**src/rtl/muldiv_unit_pkg.sv**
```systemverilog
// Shared definitions for the multiply/divide unit.
//   op encodings  : OP_MULT, OP_MULTU, OP_DIV, OP_DIVU (2 bits)
//   state_t       : IDLE -> RUN (WIDTH iterations) -> FIX (sign fix + HI/LO write)
//   DIV0_QUOT     : quotient written on divide by zero (all ones, slice to WIDTH)
package muldiv_unit_pkg;

    localparam logic [1:0] OP_MULT  = 2'b00;
    localparam logic [1:0] OP_MULTU = 2'b01;
    localparam logic [1:0] OP_DIV   = 2'b10;
    localparam logic [1:0] OP_DIVU  = 2'b11;

    typedef enum logic [1:0] {
        ST_IDLE = 2'd0,
        ST_RUN  = 2'd1,
        ST_FIX  = 2'd2
    } state_t;

    localparam logic [63:0] DIV0_QUOT = '1;

endpackage

```
**src/rtl/muldiv_unit_core.sv**
```systemverilog
// Iterative unsigned datapath: shift-add multiply / restoring divide.
//   load      : latch magnitudes (mcand/dividend = a_abs, mplr/divisor = b_abs) and mode
//   step      : perform one iteration (one multiplier bit or one quotient bit)
//   prod      : 2*WIDTH product after WIDTH steps
//   quot, rem : quotient / remainder after WIDTH steps
module muldiv_unit_core #(
    parameter int WIDTH = 32
) (
    input  logic               clock,
    input  logic               reset_n,
    input  logic               load,
    input  logic               load_div,
    input  logic               step,
    input  logic [WIDTH-1:0]   a_abs,
    input  logic [WIDTH-1:0]   b_abs,
    output logic [2*WIDTH-1:0] prod,
    output logic [WIDTH-1:0]   quot,
    output logic [WIDTH-1:0]   rem
);

    // acc low half holds the multiplier (mul) or dividend shifting into quotient (div);
    // acc high half is the running partial product for multiply.
    logic [2*WIDTH-1:0] acc;
    logic [WIDTH-1:0]   opnd;      // multiplicand or divisor
    logic [WIDTH:0]     rem_q;     // partial remainder
    logic               div_mode;

    logic [WIDTH:0]     mul_sum;
    logic [WIDTH+1:0]   shifted;
    logic [WIDTH+1:0]   diff;

    always_comb begin
        mul_sum = {1'b0, acc[2*WIDTH-1:WIDTH]} + {1'b0, (acc[0] ? opnd : '0)};
        shifted = {rem_q, acc[WIDTH-1]};
        diff    = shifted - {2'b00, opnd};
    end

    always_ff @(posedge clock or negedge reset_n) begin
        if (!reset_n) begin
            acc      <= '0;
            opnd     <= '0;
            rem_q    <= '0;
            div_mode <= 1'b0;
        end else if (load) begin
            div_mode <= load_div;
            opnd     <= load_div ? b_abs : a_abs;
            acc      <= {{WIDTH{1'b0}}, (load_div ? a_abs : b_abs)};
            rem_q    <= '0;
        end else if (step) begin
            if (div_mode) begin
                // diff sign bit set means the trial subtract failed: restore
                if (diff[WIDTH+1]) rem_q <= shifted[WIDTH:0];
                else               rem_q <= diff[WIDTH:0];
                acc <= {acc[2*WIDTH-1:WIDTH], acc[WIDTH-2:0], ~diff[WIDTH+1]};
            end else begin
                acc <= {mul_sum, acc[WIDTH-1:1]};
            end
        end
    end

    assign prod = acc;
    assign quot = acc[WIDTH-1:0];
    assign rem  = rem_q[WIDTH-1:0];

endmodule

```
**src/rtl/muldiv_unit.sv**
```systemverilog
// Multi-cycle multiply/divide unit with architectural HI/LO registers.
//   a, b, op, start : operands and launch (start sampled only when idle)
//   mthi, mtlo      : idle writes of wdata into HI / LO (start has priority)
//   hi, lo          : HI/LO registers
//   busy            : op in flight (RUN or FIX), registered
//   done            : one-cycle pulse after HI/LO are written by an op
module muldiv_unit
    import muldiv_unit_pkg::*;
#(
    parameter int WIDTH = 32
) (
    input  logic             clock,
    input  logic             reset_n,
    input  logic [WIDTH-1:0] a,
    input  logic [WIDTH-1:0] b,
    input  logic [1:0]       op,
    input  logic             start,
    input  logic             mthi,
    input  logic             mtlo,
    input  logic [WIDTH-1:0] wdata,
    output logic [WIDTH-1:0] hi,
    output logic [WIDTH-1:0] lo,
    output logic             busy,
    output logic             done
);

    localparam int CW = $clog2(WIDTH + 1);

    state_t           state;
    logic [CW-1:0]    cnt;
    logic             is_div, is_signed, sign_a, sign_b, b_zero;
    logic [WIDTH-1:0] a_raw;

    logic             op_signed, launch;
    logic [WIDTH-1:0] a_abs, b_abs;
    logic [2*WIDTH-1:0] prod, prod_fix;
    logic [WIDTH-1:0] quot, rem, res_hi, res_lo;

    assign op_signed = ~op[0];
    assign launch    = (state == ST_IDLE) && start;
    assign a_abs     = (op_signed && a[WIDTH-1]) ? -a : a;
    assign b_abs     = (op_signed && b[WIDTH-1]) ? -b : b;

    muldiv_unit_core #(.WIDTH(WIDTH)) u_core (
        .clock    (clock),
        .reset_n  (reset_n),
        .load     (launch),
        .load_div (op[1]),
        .step     (state == ST_RUN),
        .a_abs    (a_abs),
        .b_abs    (b_abs),
        .prod     (prod),
        .quot     (quot),
        .rem      (rem)
    );

    // Sign correction applied in FIX. Magnitude of 0x80000000 is itself as unsigned,
    // so MIN / -1 falls out as quotient 0x80000000, remainder 0 with no special case.
    always_comb begin
        prod_fix = (is_signed && (sign_a ^ sign_b)) ? -prod : prod;
        res_hi   = prod_fix[2*WIDTH-1:WIDTH];
        res_lo   = prod_fix[WIDTH-1:0];
        if (is_div) begin
            if (b_zero) begin
                res_lo = DIV0_QUOT[WIDTH-1:0];
                res_hi = a_raw;
            end else begin
                res_lo = (is_signed && (sign_a ^ sign_b)) ? -quot : quot;
                res_hi = (is_signed && sign_a) ? -rem : rem;
            end
        end
    end

    always_ff @(posedge clock or negedge reset_n) begin
        if (!reset_n) begin
            state     <= ST_IDLE;
            cnt       <= '0;
            is_div    <= 1'b0;
            is_signed <= 1'b0;
            sign_a    <= 1'b0;
            sign_b    <= 1'b0;
            b_zero    <= 1'b0;
            a_raw     <= '0;
            hi        <= '0;
            lo        <= '0;
            busy      <= 1'b0;
            done      <= 1'b0;
        end else begin
            done <= 1'b0;
            case (state)
                ST_IDLE: begin
                    if (start) begin
                        state     <= ST_RUN;
                        busy      <= 1'b1;
                        cnt       <= '0;
                        is_div    <= op[1];
                        is_signed <= op_signed;
                        sign_a    <= op_signed & a[WIDTH-1];
                        sign_b    <= op_signed & b[WIDTH-1];
                        b_zero    <= (b == '0);
                        a_raw     <= a;
                    end else begin
                        if (mthi) hi <= wdata;
                        if (mtlo) lo <= wdata;
                    end
                end
                ST_RUN: begin
                    cnt <= cnt + 1'b1;
                    if (cnt == CW'(WIDTH - 1)) state <= ST_FIX;
                end
                ST_FIX: begin
                    hi    <= res_hi;
                    lo    <= res_lo;
                    done  <= 1'b1;
                    busy  <= 1'b0;
                    state <= ST_IDLE;
                end
                default: begin
                    state <= ST_IDLE;
                    busy  <= 1'b0;
                end
            endcase
        end
    end

endmodule

```
**config.mk**
```make
export PLATFORM = sky130hd
export DESIGN_NAME = muldiv_unit
export DESIGN_NICKNAME = d
export VERILOG_FILES = /design/src/rtl/muldiv_unit_pkg.sv /design/src/rtl/muldiv_unit_core.sv /design/src/rtl/muldiv_unit.sv
export SDC_FILE = /design/constraint.sdc
export NUM_CORES = 1
export LEC_CHECK = 0
export ABC_CLOCK_PERIOD_IN_PS = 3700
export BUFFER_PORTS_ARGS = -buffer_cell sky130_fd_sc_hd__buf_2
export CORE_UTILIZATION = 40
export DETAILED_ROUTE_END_ITERATION = 10
export GPL_TIMING_DRIVEN = 0
export PLACE_DENSITY_LB_ADDON = 0.05
export SYNTH_ARGS = -nofsm -noshare
export SYNTH_HDL_FRONTEND = slang
export SYNTH_SLANG_ARGS = --single-unit
export TNS_END_PERCENT = 20
```
**constraint.sdc**
```tcl
create_clock -name clock -period 3.7 [get_ports clock]
set_input_delay 0.185 -clock clock [delete_from_list [all_inputs] [get_ports clock]]
set_output_delay 0.185 -clock clock [all_outputs]
set_load 0.05 [all_outputs]
```
; ---- Word-level counts from Yosys, hierarchy flattened
; Cells that the tools add are included.
[totals]
elab_cells = 92
inputBits = 103
out_inout_bits = 66
ff_bits = 241
[op_classes]
n_reduce_logical = 19
bitwise_logic = 6
muxes = 33
n_eq_ne = 9
add_sub_neg = 8
[op_table]
columns = operator, n
row1 = $mux 32, 15
row2 = $mux 64, 4
row3 = $mux 33, 4
row4 = $neg 32->32, 4
row5 = $pmux 32 s2, 2
row6 = $neg 64->64, 1
row7 = $sub 34x32->34, 1
row8 = $add 32x32->33, 1
row9 = $logic_not 32->1, 1
row10 = $ne 2x2->1 const B, 6
row11 = $pmux 6 s2, 1
row12 = $reduce_and 2->1, 6
row13 = $reduce_bool 2->1, 4
row14 = $add 6x1->6 const B, 1
row15 = $eq 6x5->1 const B, 1
row16 = $mux 6, 1
row17 = $reduce_and 3->1, 2
row18 = $logic_and 1x1->1, 5
row19 = $mux 2, 2
row20 = $pmux 2 s2, 1
row21 = $not 1->1, 3
row22 = $and 1x1->1, 2
row23 = $eq 2x1->1 const B, 1
row24 = $eq 2x2->1 const B, 1
row25 = other kinds (4), 5

; ---- Longest topological paths before layout
; Gate-level depths: netlist (run 1).
[logic_depth]
depth_word = 6
ltp_mapped = 14
depth_no_buf = 13

; ---- By module
; A second synthesis (run 1) with hierarchy kept.
[unflattened]
hier_cells = 2480
area_unflattened_um2 = 19816.5
[modules_own_cells]
columns = module, area_per_inst_um2, cells_per_inst, seq_area_each_um2, instances
row1 = muldiv_unit_core, 10161.0, 1189, 3253.1, 1
row2 = muldiv_unit, 9655.5, 1291, 2777.7, 1

; ---- Least setup slack after synthesis (run 1)
; OpenSTA, ideal clock, no wires.
[synth_timing]
path_type = reg-to-reg
from = register u_core.acc[0] (netlist: u_core.prod[0])
to = register u_core.acc[52] (netlist: u_core.prod[52])
synth_period_minus_slack_ps = 3346
n_path_buf = 1
t_required_ps = 3571
path_slack_ps = 354
arrival_ps = 3217
setup_ps = 129
path_stages_with_launch = 14
cell_sequence = dfrtp_1 -> inv_1 -> clkbuf_1 -> nor2_1 -> ha_1 -> a2111oi_0 -> o21ai_1 -> a211oi_1 -> nor2_1 -> or4b_1 -> a31o_1 -> a21oi_1 -> xor2_1 -> o21ai_1
[synth_between]
elab_chain_len = 5
[synth_lines]
columns = item, line_no
row1 = "start, declared", muldiv_unit_core.sv:23  ; logic [2*WIDTH-1:0] acc;
row2 = "start signal, assigned", muldiv_unit_core.sv:47  ; acc <= {{WIDTH{1'b0}}, (load_div ? a_abs : b_abs)};
row3 = "start signal, assigned", muldiv_unit_core.sv:54  ; acc <= {acc[2*WIDTH-1:WIDTH], acc[WIDTH-2:0], ~diff[WIDTH+1]};
row4 = "start signal, assigned", muldiv_unit_core.sv:56  ; acc <= {mul_sum, acc[WIDTH-1:1]};
row5 = $mux 32, muldiv_unit_core.sv:33  ; mul_sum = {1'b0, acc[2*WIDTH-1:WIDTH]} + {1'b0, (acc[0] ? opnd : '0)};
row6 = $add 32x32->33, muldiv_unit_core.sv:33
row7 = $mux 64, muldiv_unit_core.sv:50  ; if (div_mode) begin
row8 = $mux 64, muldiv_unit_core.sv:49  ; end else if (step) begin
row9 = $mux 64, muldiv_unit_core.sv:44  ; end else if (load) begin
; Every way passes these cells. The select of a mux whose other input is x is not followed.
; A chain may end at the register's enable or synchronous reset.

; ---- Worst setup path in the final report (run 1)
[layout_timing]
from = register u_core.acc[31] (netlist: u_core.prod[31])
to = register u_core.rem_q[30]
[layout_between]
elab_chain_len = 5
[layout_lines]
columns = item, line_no
row1 = $sub 34x32->34, muldiv_unit_core.sv:35  ; diff = shifted - {2'b00, opnd};
row2 = $mux 33, muldiv_unit_core.sv:52  ; if (diff[WIDTH+1]) rem_q <= shifted[WIDTH:0];
row3 = $mux 33, muldiv_unit_core.sv:50
row4 = $mux 33, muldiv_unit_core.sv:49
row5 = $mux 33, muldiv_unit_core.sv:44
row6 = "end signal, assigned", muldiv_unit_core.sv:52
row7 = "end signal, assigned", muldiv_unit_core.sv:53  ; else rem_q <= diff[WIDTH:0];
row8 = "end, declared", muldiv_unit_core.sv:25  ; logic [WIDTH:0] rem_q;
; Every way passes these cells. The select of a mux whose other input is x is not followed.

==> results of run 1 <==
cell families after synthesis:
logic type	after synthesis	synth area share
XOR/XNOR	196	0.0961
buffers and inverters	219	0.0468
flip-flops	240	0.336
adder cells (fa/ha/maj)	71	0.0506
AO/OA/AOI/OAI	698	0.243
multiplexers	69	0.0389
AND/OR/NAND/NOR	746	0.188
final timing paths:
kind,end,from,slack (ns),cells past startpoint
max reg2reg,u_core.rem_q[30],u_core.prod[31],0.06,14
min in group asynchronous,u_core.prod[49],reset_n,0.05,2
max in group asynchronous,u_core.prod[15],reset_n,2.72,3
max,u_core.rem_q[30],u_core.prod[31],0.06,14
min reg2reg,lo[26],lo[26],0.48,2
min,lo[9],wdata[9],0.04,3
layout by cell type, fill, tap and decap left out, types with 25 or more instances in the layout:
cell             n
o31ai_1         27
inv_1           74
dlygate4sd3_1   66
buf_2          169
dfrtp_1        239
o211ai_1        58
xor2_1          89
o22ai_1         44
o21ai_0        122
clkbuf_1       123
nor3_1          47
mux2i_1         66
o221ai_1        31
nor2_1         176
ha_1            69
o21ai_1        101
a21oi_1        164
clkbuf_16       31
nand3_1         25
nand2_1        349
xnor2_1        107
per-layer routing:
metal | vias up | routed length (microns)
met2 | 673 | 32800
met3 | 99 | 5370
li1 | 8564 | -
met1 | 8947 | 35600
met4 | 2 | 2500
met5 | - | 10
critical path, delay by kind of cell (launching register included):
kind	cells	cell delay (ns)
AO/OA/AOI/OAI	8	1.85
adder cells (fa/ha/maj)	2	0.69
buffers and inverters	3	0.39
flip-flops	1	0.41
AND/OR/NAND/NOR	1	0.23
metrics by stage:
| stage | TNS [ns] | setup WS (ns) | utilization | hold WS, ns |
|---|---|---|---|---|
| 6_report | 0 | 0.0558 | 0.485 | 0.0358 |
| 5_1_grt | -0.151 | -0.0692 | 0.485 | 0.0424 |
| 4_1_cts | -0.135 | -0.0990 | 0.483 | 0.0242 |
| 3_5_place_dp | -4.57 | -0.568 | 0.442 | 0.0796 |
| 3_3_place_gp | -530.05 | -2.23 | 0.441 | 0.451 |
| 2_1_floorplan | 0 | 0.354 | - | -0.111 |
cell usage after synthesis (all sizes together), types with 9 or more instances:
master  number  share of area
ha          69          0.048
dfrtp      240           0.34
o211ai      58          0.024
nand2      351          0.074
o41ai        9         0.0044
nor4        19         0.0074
xnor2      107          0.052
o221ai      31          0.015
nand3       25         0.0070
a31oi       20         0.0070
buf         17         0.0043
a21o        24          0.010
xor2        89          0.044
mux2i       66          0.037
nand4       12         0.0046
inv         78          0.016
nor2       179          0.038
o22ai       44          0.015
nor2b       13         0.0050
o31ai       29          0.013
nand2b      22         0.0077
and2        10         0.0035
nor3        49          0.014
o21ai      224          0.063
and3        11         0.0039
a21oi      166          0.047
or3         19         0.0067
a221oi      11         0.0054
clkbuf     123          0.026
a211oi      13         0.0055
or4         13         0.0057
sequential cells by signal, summed over array words and instances (netlist names):
register and count:
lo 32, state 2, u_core.prod 64, u_core.div_mode 1, busy 1, hi 32, a_raw 32, b_zero 1
u_core.opnd 32, sign_a 1, done 1, u_core.rem_q 33, sign_b 1, cnt 6, is_signed 1
power by group:
| group | switching (mW) | internal, mW | leakage, nW |
|---|---|---|---|
| combinational | 4.22 | 2.81 | 5.78 |
| clock | 1.34 | 2.06 | 0.531 |
| sequential | 1.06 | 3.21 | 3.03 |
final cells by class:
type                            instances  area [sq um]  area share
Clock inverter                         17           264      0.0123
Sequential cell                       240          6010       0.281
Clock buffer                           40           860      0.0402
Buffer                                140           551      0.0257
Multi-Input combinational cell       1780         11100       0.518
Timing Repair Buffer                  239          1590      0.0743
Tap cell                              592           741      0.0346
Inverter                               79           299      0.0140
timing repair:
action                                 4_1_cts  5_1_grt
setup endpoints to repair                   38       40
hold buffers                                66        0
endpoints found under the hold margin      315        0
pin swaps                                    1        2
gates resized for setup                      7       19
buffers inserted                             1        2
==> results by group, run 1 <==
Clock network
  • Sink Count: 240
  • Worst-path clk slew: 0.06 ns
  • H-tree depth: 1
  • CTS tree: built
  • CTS Root Cell: clkbuf_16
  • Clock buffer depth: 3
  • Cts bufs inserted: 31
  • Clk_lat worst skew: 0.61 ns

STA
  • Final Hold Viols: 0
  • Max-slew headroom: 0.301
  • Worst-margin pin slew: 1.04 ns
  • Final Max Slew Viols: 0
  • Fmax: 0.274 GHz
  • RSZ-0062 raised after global routing: yes
  • Clock skew: 0.0381 ns
  • Period minus WS final: 3.64 ns
  • Setup violators final: 0
  • Period Utilization, post-route: 0.985

Drt
  • DR iter-0 viols: 1840
  • Vias per cell: 5.85
  • Residual DRC: 0
  • Wire per inst: 24.4 microns
  • WL final: 76300 microns
  • Post-route ant nets: 0
  • TritonRoute pass-1 iters: 7
  • Via count: 18.3k

Setup path
  • Critical Path AT: 4.14 ns
  • Critical Path Source Type: flop
  • Data required, critical path: 4.19 ns
  • Worst path cell trace: inv_2 > ha_1 > inv_1 > fa_1 > a211oi_1 > o21ai_1 > o211ai_1 > buf_4 > a21oi_1 > o211ai_1 > a211oi_1 > a41o_1 > o311a_1 > or2_1
  • Slowest CP cell: fa_1
  • CP endpoint kind: flop
  • Max stage delay on crit path: 0.43 ns
  • Crit-path max FO: 4
  • Critical path type: reg2reg

Synth
  • Mapped Cells: 2239
  • Post-Syn Area: 17900 sq um
  • Post-synth ARST share: 1.00
  • Ys flop type: dfrtp_1
  • Synth Register Bits: 240
  • Synth warnings: 0
  • Post-synth net total: 2413
  • Syn avg cell area: 7.98 sq um
  • Post-synthesis cell type count: 83
  • Sequential area share after synthesis: 0.336
  • Number of synthesized flops with an enable pin: 0

Place
  • DP HPWL: 60600 microns
  • GPL Wtd Cong: 0.982
  • Dpl cells: 3001
  • I/O Buffers: 168
  • Placed inst area: 19500 sq um

Die
  • Top-level I/O count: 169
  • Die area: 45500 sq um
  • Core area: 44100 sq um
  • Die H: 213 microns
  • Die W: 213 microns
  • Row cnt: 77
  • Initial Utilization: 0.405

Global routing
  • Busiest grt layer: met2
  • Grt total ovfl: 0
  • Initial antenna violation count: 2
  • M1 GR Usage: 0.476
  • Met2 Use GR: 0.499
  • Met3 usage: 0.0550
  • Largest net degree at the start of global routing: 115
  • GRT Total Usage: 0.331
  • First-pass GRT wire length: 110000 microns
  • Vias in the first global route: 17.2k

Cells and area
  • Non-filler cells, final: 3127
  • Fraction of layout cells with a size suffix above 1: 0.106
  • Area growth syn-to-layout: 19.8%
  • Fill cells: 4440
  • Final Cell Area: 21400 sq um
  • # diodes: 0
  • Nets: 2685

Outcome
  • Status: complete, no violations

Power and ir drop
  • Peak supply drop: 0.373 mV
  • Leak: 9.34 nW
  • Total Power: 14.7 mW
  • P per Cell Area: 687 nW/um^2

Worst hold path
  • Worst hold path class: in2reg

Job
  • # Max-Cap Violations: 0
(Power assumes the default switching activity.)
==> run 2: changes to the inputs <==
Settings changed: ABC_AREA from default to 1, ABC_CLOCK_PERIOD_IN_PS 3700 to 4400.
Clock period 3.7 ns to 4.4 ns, I/O delays scaled along.
==> results by group, run 2 <==
Outcome
  • Status: complete, no violations

Clock network
  • # resized after CTS: 0
  • Clock buffer depth: 3
  • Clk_lat worst skew: 0.61 ns
  • Worst-path clk slew: 0.06 ns
  • CTS Root Cell: clkbuf_16
  • CTS tree: built
  • H-tree depth: 1
  • Cts bufs inserted: 31
  • Sink Count: 240

Cells and area
  • Fraction of layout cells with a size suffix above 1: 0.0912
  • Max reg flops: 64
  • Commonest cells after routing, fill and taps aside: nand2_1 (1078), nor2_1 (422), inv_1 (382)
  • Leading cell type in the layout, fill and taps excluded: nand2_1
  • Nets: 3846
  • Area growth syn-to-layout: 15.7%

Setup path
  • Worst R2R Setup Slack: 0.87 ns
  • Critical Path Source Type: flop
  • Setup crit start: u_core.prod[0]
  • Data required, critical path: 4.85 ns
  • Critical path type: reg2reg
  • Reg2reg path depth: 17
  • Reg2reg end: u_core.prod[53]
  • Worst reg2reg startpoint: u_core.prod[0]
  • Critical Path AT: 3.98 ns
  • CP endpoint kind: flop
  • CP Capture Point: u_core.prod[53]
  • Crit-path max FO: 10

Die
  • Top-level I/O count: 169
  • Die W: 231 microns
  • Row cnt: 83
  • Initial Utilization: 0.408
  • Die H: 231 microns
  • Core area: 51600 sq um
  • Die area: 53600 sq um

Power and ir drop
  • P per Cell Area: 864 nW/um^2
  • NetSw: 12.1 mW
  • Sequential share of power: 0.223
  • Gate power share: 0.649
  • Clock share of power: 0.127
  • Total Power: 21.0 mW
  • Internal: 8.98 mW
  • Leak: 12.2 nW
  • Sw frac: 0.573
  • Peak supply drop: 0.584 mV

Place
  • Setup WS pre-CTS: 0.921 ns
  • I/O Buffers: 168
  • GPL Wtd Cong: 1.04
  • DP HPWL: 84100 microns

Synth
  • Compound-Gate Fraction of Synth Area: 0.157
  • Syn avg cell area: 6.16 sq um
  • Most common library cells after synthesis: nand2_1 (1078), nor2_1 (422), inv_1 (382)
  • Area share of the largest cell type after synthesis: 0.285
  • Mux share of post-synthesis cell area: 0
  • Synth Area in XOR/XNOR: 0.0316
  • Top cells by area, synth: dfrtp_1 (29%), nand2_1 (19%), nor2_1 (7.5%), nand3_1 (7.4%), inv_1 (6.8%)
  • Mapped Cells: 3420
  • Leading area contributor after synthesis: dfrtp_1
  • Ys flop type: dfrtp_1
  • Synth Register Bits: 240
  • Post-Syn Area: 21100 sq um
  • Largest family of logic cells by synthesized area: simple AND/OR/NAND/NOR gates
  • Synth warnings: 0
  • Top-count cell post-synth: nand2_1
  • Number of synthesized flops with an enable pin: 0
  • Post-synth net total: 3594
  • Post-synthesis cell type count: 56
  • Sequential area share after synthesis: 0.285
  • Post-synth ARST share: 1.00
  • Post-Synth Simple-Gate Area: 0.385
  • Synth Area in Adders: 0.0429

Global routing
  • Initial antenna violation count: 1
  • Vias in the first global route: 23.4k
  • GRT Total Usage: 0.371
  • First-pass GRT wire length: 148000 microns
  • Grt total ovfl: 0
  • Largest net degree at the start of global routing: 101

STA
  • Period Utilization, post-route: 0.801
  • Final Max Slew Viols: 0
  • Fmax: 0.284 GHz
  • Worst-margin pin slew: 0.938 ns
  • Clock skew: 0.0275 ns
  • Setup violators final: 0
  • Period minus WS final: 3.53 ns
  • Max-slew headroom: 0.375
  • RSZ-0062 raised after global routing: no
  • Final Hold Viols: 0
  • Fin worst setup slack: 0.874 ns

Drt
  • WL final: 101000 microns
  • DR iter-0 viols: 2615
  • Post-route ant nets: 0
  • Vias per cell: 5.69
  • Wire per inst: 23.2 microns
  • TritonRoute pass-1 iters: 6
  • Via count: 24.9k
  • Residual DRC: 0

Worst hold path
  • Worst hold path class: in2reg

Job
  • # Max-Cap Violations: 0
run 2: per-layer routing:
layer  up-vias  GRT usage  part of all wire
li1      11600          -                 -
met1     11800      0.505              0.43
met2      1196      0.584              0.44
met3       213     0.0584             0.086
met4         2      0.152             0.045
met5         -          0           0.00015
run 2: worst max-delay path, cell delays in order, from the launching register on:
cell and delay [ns]:
dfrtp_1 0.31, buf_2 0.25, clkbuf_1 0.36, nand2_1 0.09, inv_1 0.07, ha_1 0.22, inv_1 0.12, fa_1 0.43
o21ai_2 0.27, a21oi_1 0.14, o21ai_1 0.42, nand2_1 0.10, nand2_1 0.20, nand2_1 0.10, nand2_1 0.07, nand2_1 0.04
nand3_1 0.08, o21ai_0 0.10
run 2: layout make-up:
type | count | area [sq um]
flip-flops and latches | 240 | 6010
diodes | 1 | 2.50
inverters | 394 | 1480
plain buffers | 119 | 592
repair buffers | 219 | 1400
well taps | 680 | 851
clock inverters | 12 | 151
fillers | 5535 | 27200
clock buffers | 45 | 908
multi-input cells | 2667 | 13000
run 2: power by group through the flow:
stage	Clock, mW	Sequential [mW]	Combinational [mW]
floorplan	0	5.01	8.37
global placement	0	4.65	13.2
detailed placement	0	4.66	13.3
CTS	2.71	4.63	13.4
global route	2.78	4.76	14.9
finish	2.68	4.70	13.7
run 2: metrics by stage:
stage / setup TNS [ns] / utilization / area (sq um) / instances / hold slack [ns]
floorplan: 0 / - / 21100 / 3420 / -0.0756
global placement: -332.32 / 0.441 / 22700 / 4268 / 0.461
detailed placement: 0 / 0.442 / 22800 / 4270 / 0.150
CTS: 0 / 0.472 / 24400 / 4376 / 0.00177
global route: 0 / 0.472 / 24400 / 4376 / 0.0106
finish: 0 / 0.472 / 24400 / 4377 / 0.0165
run 2: worst min-delay path by stage:
stage,cells past startpoint,start,to,slack (ns)
floorplan,0,reset_n,a_raw[0],-0.08
global placement,2,hi[5],hi[5],0.46
detailed placement,1,reset_n,u_core.prod[60],0.15
CTS,3,a[1],a_raw[1],0.002
global route,3,a[1],a_raw[1],0.01
finish,3,a[1],a_raw[1],0.02
run 2: logic make-up (layout without fill, tap and decap cells):
kind of cell,after synthesis,after routing
buffers and inverters,513,789
adders and majority gates,71,71
AOI/OAI and AO/OA,577,577
xor gates and xnor gates,76,76
other,0,1
and+or+nand+nor,1943,1943
DFF,240,240
run 2: timing repair:
action | 4_1_cts | 5_1_grt
buffers inserted | 0 | 0
hold buffers | 49 | 0
hold endpoints to repair | 145 | 0
